File: config.mk
export PLATFORM = sky130hd
export DESIGN_NAME = f_pc_unit
export DESIGN_NICKNAME = d
export VERILOG_FILES = /design/src/rtl/f_pc_unit.sv
export SDC_FILE = /design/constraint.sdc
export NUM_CORES = 1
export LEC_CHECK = 0
export ABC_CLOCK_PERIOD_IN_PS = 1700
export CAP_MARGIN = 30
export CORE_ASPECT_RATIO = 0.5
export CORE_MARGIN = 8
export CORE_UTILIZATION = 44
export DETAILED_ROUTE_END_ITERATION = 10
export PLACE_DENSITY = 0.82
export SYNTH_ARGS = -nofsm -noshare
export SYNTH_HDL_FRONTEND = slang
export SYNTH_SLANG_ARGS = --single-unit
File: constraint.sdc
create_clock -name clk -period 1.7 [get_ports clk]
set_clock_uncertainty 0.1 [all_clocks]
set_input_delay 0.34 -clock clk [delete_from_list [all_inputs] [get_ports clk]]
set_output_delay 0.34 -clock clk [all_outputs]
set_load 0.1 [all_outputs]
File: src/rtl/f_pc_unit.sv
// f_pc_unit: fetch-stage program counter with stall-buffered redirect, exception/ERET entry and fetch-fault detection
module f_pc_unit #(
  parameter int ADDR_W = 32,
  parameter logic [ADDR_W-1:0] RESET_VECTOR = 32'h0000_3000,
  parameter logic [ADDR_W-1:0] EXC_VECTOR = 32'h0000_4180,
  parameter logic [ADDR_W-1:0] IM_BASE = 32'h0000_3000,
  parameter int IDX_W = 12
) (
  input  logic              clk,
  input  logic              reset,
  input  logic              en,
  input  logic              redirect_valid,
  input  logic [ADDR_W-1:0] redirect_target,
  input  logic              exc_req,
  input  logic              eret_req,
  input  logic [ADDR_W-1:0] epc,
  output logic [ADDR_W-1:0] pc,
  output logic [IDX_W-1:0]  instr_addr,
  output logic              pending,
  output logic              fetch_fault
);
  localparam logic [ADDR_W:0] IM_LO = {1'b0, IM_BASE};
  localparam logic [ADDR_W:0] IM_HI = IM_LO + ((ADDR_W+1)'(1) << (IDX_W + 2));
  logic [ADDR_W-1:0] r_pc, r_tgt, w_pc_nxt, w_tgt_nxt, w_off;
  logic r_pend, w_pend_nxt, w_flush;
  always_comb begin
    w_flush    = exc_req | eret_req;
    w_pc_nxt   = exc_req ? EXC_VECTOR :
                 eret_req ? epc :
                 !en ? r_pc :
                 redirect_valid ? redirect_target :
                 r_pend ? r_tgt : r_pc + ADDR_W'(4);
    // a stalled redirect is parked; any flush or unstalled cycle consumes it
    w_pend_nxt = !w_flush && !en && (redirect_valid || r_pend);
    w_tgt_nxt  = (!w_flush && !en && redirect_valid) ? redirect_target : r_tgt;
  end
  always_ff @(posedge clk) begin
    if (reset) begin
      r_pc   <= RESET_VECTOR;
      r_pend <= 1'b0;
      r_tgt  <= '0;
    end else begin
      r_pc   <= w_pc_nxt;
      r_pend <= w_pend_nxt;
      r_tgt  <= w_tgt_nxt;
    end
  end
  assign w_off       = r_pc - IM_BASE;
  assign pc          = r_pc;
  assign pending     = r_pend;
  assign instr_addr  = IDX_W'(w_off >> 2);
  assign fetch_fault = (r_pc[1:0] != 2'b00) || ({1'b0, r_pc} < IM_LO) || ({1'b0, r_pc} >= IM_HI);
endmodule

==> flow_metrics.py <==
metrics = {
    "flow_run": {
        "drv_cap": 0,
    },
    "sta": {
        "timing.final.ws_setup_ns": -0.472,
        "drv_slew": 0,
        "min_period_ns": 2.17,
        "finalHoldViolations": 0,
        "period_share_pct": 128,
        "worst_pin_slew_ns": 0.729,
        "setup_viol": 44,
        "slew_headroom_pct": 50.9,
        "rsz0062_at_grt": "true",
        "fmax_ghz": 0.460,
    },
    "floorplanning": {
        "die_h_um": 83.6,
        "dieArea_sq_mm": 0.0127,
        "rows": 24,
        "coreArea_sq_mm": 0.00880,
        "die-width_um": 151,
        "initial_utilization_pct": 45.8,
        "ios": 116,
    },
    "layout": {
        "stdcell_count": 823,
        "nets": 773,
        "final_area_sq_mm": 0.00690,
        "drive_gt1_share_pct": 30.9,
        "syn2layout_area_growth_pct": 71.3,
        "utilization_pct": 78.4,
    },
    "logic_synthesis": {
        "avgSynthCellArea_sq_um": 7.33,
        "synth-main-ff-cell": "dfxtp_1",
        "synth-edff-count": 0,
        "synth_cell_types": 60,
        "ys_warn_count": 0,
        "synth-seq-cells": 65,
        "synthesis.nets": 622,
        "synthArstFlopShare_pct": 0,
        "synth-seq-area-share_pct": 32.3,
        "syn-cell-area_sq_mm": 0.00403,
        "syn_inst": 549,
    },
    "power": {
        "p_seq_share_pct": 30.6,
        "power_frac_comb_pct": 28.8,
        "powerDensity_mw_per_mm2": 788,
        "power.share.switching_pct": 32.4,
        "clkPwrFrac_pct": 40.6,
        "internal_power_uw": 3670,
        "p_switching_uw": 1760,
        "peakVddDrop_mv": 0.533,
        "p_leak_uw": 0.00260,
    },
    "setup_path": {
        "worstPathMaxFanout": 2,
        "crit_path_top_delay_cell": "dfxtp_4",
        "crit_path_start_kind": "register",
        "crit_chain": "ha_4 -> xnor2_4 -> nor4_2 -> and3_1 -> nand3_4 -> buf_12",
        "cp-end-kind": "output port",
        "path_class": "register to output port",
        "worstPathArrival_ns": 1.73,
        "cp_data_required_time_ns": 1.26,
        "cpPeakStageDelay_ns": 0.35,
    },
    "grt": {
        "grt_pass1_wl_um": 26000,
        "grt_max_degree": 37,
        "grt-ovfl-total": 0,
        "antenna_found_initial": 0,
        "grt_pass1_vias": 4979,
        "track_usage_pct": 26.0,
    },
    "place": {
        "place_area_sq_mm": 0.00627,
        "placed_cells_incl_taps": 799,
        "io_buffers": 115,
        "post-place-ws_ns": -0.392,
        "hpwl_um": 11900,
        "routabilityCongestion": 0.955,
    },
    "route": {
        "wl_per_cell_um": 23.6,
        "routed_wl_um": 19400,
        "drt_iter0_drc": 865,
        "post-route-drc-count": 0,
        "dr.pass1.iters": 6,
        "vias": 5501,
        "drt-vias-per-instance": 6.68,
        "drtAntennaViolNets": 0,
    },
    "clock_network": {
        "path_clk_slew_ns": 0.06,
        "cts_root_buffer": "clkbuf_16",
        "h-tree-depth": 3,
        "clk_path_buf_depth": 2,
        "cts_tree": "yes",
        "cts_buffers": 9,
        "cts.sinks": 65,
        "clock_latency_ns": 0.35,
    },
    "hold_path": {
        "hold_path.class": "register to register",
    },
    "outcome": {
        "status": "finished, violations left",
        "violations": "negative setup slack",
    },
}
==> power by group through the flow <==
stage | clock network (uW) | registers [uW] | logic (uW)
2_1_floorplan | 0 | 1940 | 517
3_3_place_gp | 0 | 1680 | 1430
3_5_place_dp | 0 | 1680 | 1450
4_1_cts | 2170 | 1650 | 1470
5_1_grt | 2260 | 1670 | 1610
6_report | 2210 | 1660 | 1560
==> kinds of logic after synthesis <==
| kind of cell | Yosys count | synth area share [%] |
|---|---|---|
| xor gates and xnor gates | 24 | 5.22 |
| buffers and inverters | 65 | 7.52 |
| adders and majority gates | 3 | 0.932 |
| muxes | 4 | 0.994 |
| and+or+nand+nor | 231 | 29.0 |
| DFF | 65 | 32.3 |
| AOI/OAI and AO/OA | 157 | 24.1 |
==> metrics by stage <==
step | setup TNS, ns | hold WS [ns] | power, uW
2_1_floorplan | -1.21 | 0.331 | 2460
3_3_place_gp | -13.60 | 0.337 | 3110
3_5_place_dp | -17.01 | 0.341 | 3130
4_1_cts | -0.942 | 0.348 | 5290
5_1_grt | -6.61 | 0.373 | 5540
6_report | -4.67 | 0.353 | 5440
==> layer usage <==
| metal | share of wire [%] | routed length [um] | GRT usage, % |
|---|---|---|---|
| met5 | 0 | 0 | 0 |
| met4 | 5.6 | 1080 | 12.2 |
| met3 | 14 | 2680 | 8.28 |
| met2 | 44 | 8630 | 41.6 |
| met1 | 36 | 7030 | 30.9 |
==> timing repair <==
action,in CTS,in global routing
buffers inserted,4,3
pin swaps,10,21
endpoints found under the setup margin,11,27
hold buffers,0,0
gates resized for setup,9,36
==> synthesized netlist by cell type, types with 5 or more instances <==
master     n  share of area (%)
buf_1      5               0.47
xnor2_1   16                3.5
and2_1     5               0.78
clkbuf_1  23                2.1
buf_4     11                2.1
nor3b_1    5               0.93
nand3_1   28                3.5
xor2_1     8                1.7
nor4_1     7                1.1
nand4_1   12                1.9
and3_1     9                1.4
a311oi_1  11                2.4
o21ai_1    5               0.62
nor3_2     6                1.5
o221ai_1   6                1.3
inv_1     12                1.1
nor2_1    28                2.6
dfxtp_1   65                 32
nand2_1   99                9.2
buf_2     14                1.7
a21oi_1   65                8.1
o21ai_0   22                2.7
nor3_1     7               0.87
o22ai_1   14                2.2
a31oi_1    8                1.2
==> sequential cells by signal, indices dropped and copies added (netlist names), named ones only <==
register,flops
pending,1
pc,30
r_tgt,32
==> worst paths after layout <==
kind         startpoint           to  slack [ns]  depth (start not counted)
max              pc[13]  fetch_fault       -0.47                          6
min            r_tgt[9]     r_tgt[9]        0.35                          2
max reg2reg      pc[12]       pc[28]       -0.27                         10
min reg2reg    r_tgt[9]     r_tgt[9]        0.35                          2
==> final cells by class <==
cell class | count | area, sq um
diodes | 1 | 2.50
clock buffers | 10 | 239
clock inverters | 6 | 105
fillers | 509 | 1900
inverters | 12 | 48.8
multi-input cells | 419 | 2660
flip-flops and latches | 65 | 1410
well taps | 117 | 146
repair buffers | 193 | 2280
==> worst max-delay path: cells and delay by family, from the launching register on <==
family                   cells  cell delay, ns
AND/OR/NAND/NOR              3            0.52
flip-flops                   1            0.35
adder cells (fa/ha/maj)      1            0.18
buffers and inverters        1            0.18
XOR/XNOR                     1            0.14
==> cells in the final DEF, fill, tap and decap left out, types with 4 or more instances in the layout <==
cell type	netlist	layout
nand2b_1	4	4
o221ai_1	6	5
dfxtp_2	0	4
nand3_1	28	23
buf_12	0	50
buf_4	11	65
a21oi_1	65	63
a311oi_1	11	11
o21ai_1	5	6
nor3_4	0	5
buf_6	0	7
nand4_1	12	12
o22ai_1	14	14
clkdlybuf4s50_1	0	66
xor2_1	8	6
mux2i_1	4	4
o21bai_1	4	4
nor4_1	7	5
nor2b_1	4	4
nor3b_1	5	5
clkbuf_16	0	9
a31oi_1	8	8
nor2_1	28	26
dfxtp_1	65	33
nand2_1	99	97
and2_1	5	5
inv_1	12	9
and3_1	9	7
xnor2_1	16	14
o21ai_0	22	21
nor3_1	7	7
dfxtp_4	0	28
Power figures use the tool's default switching activity.
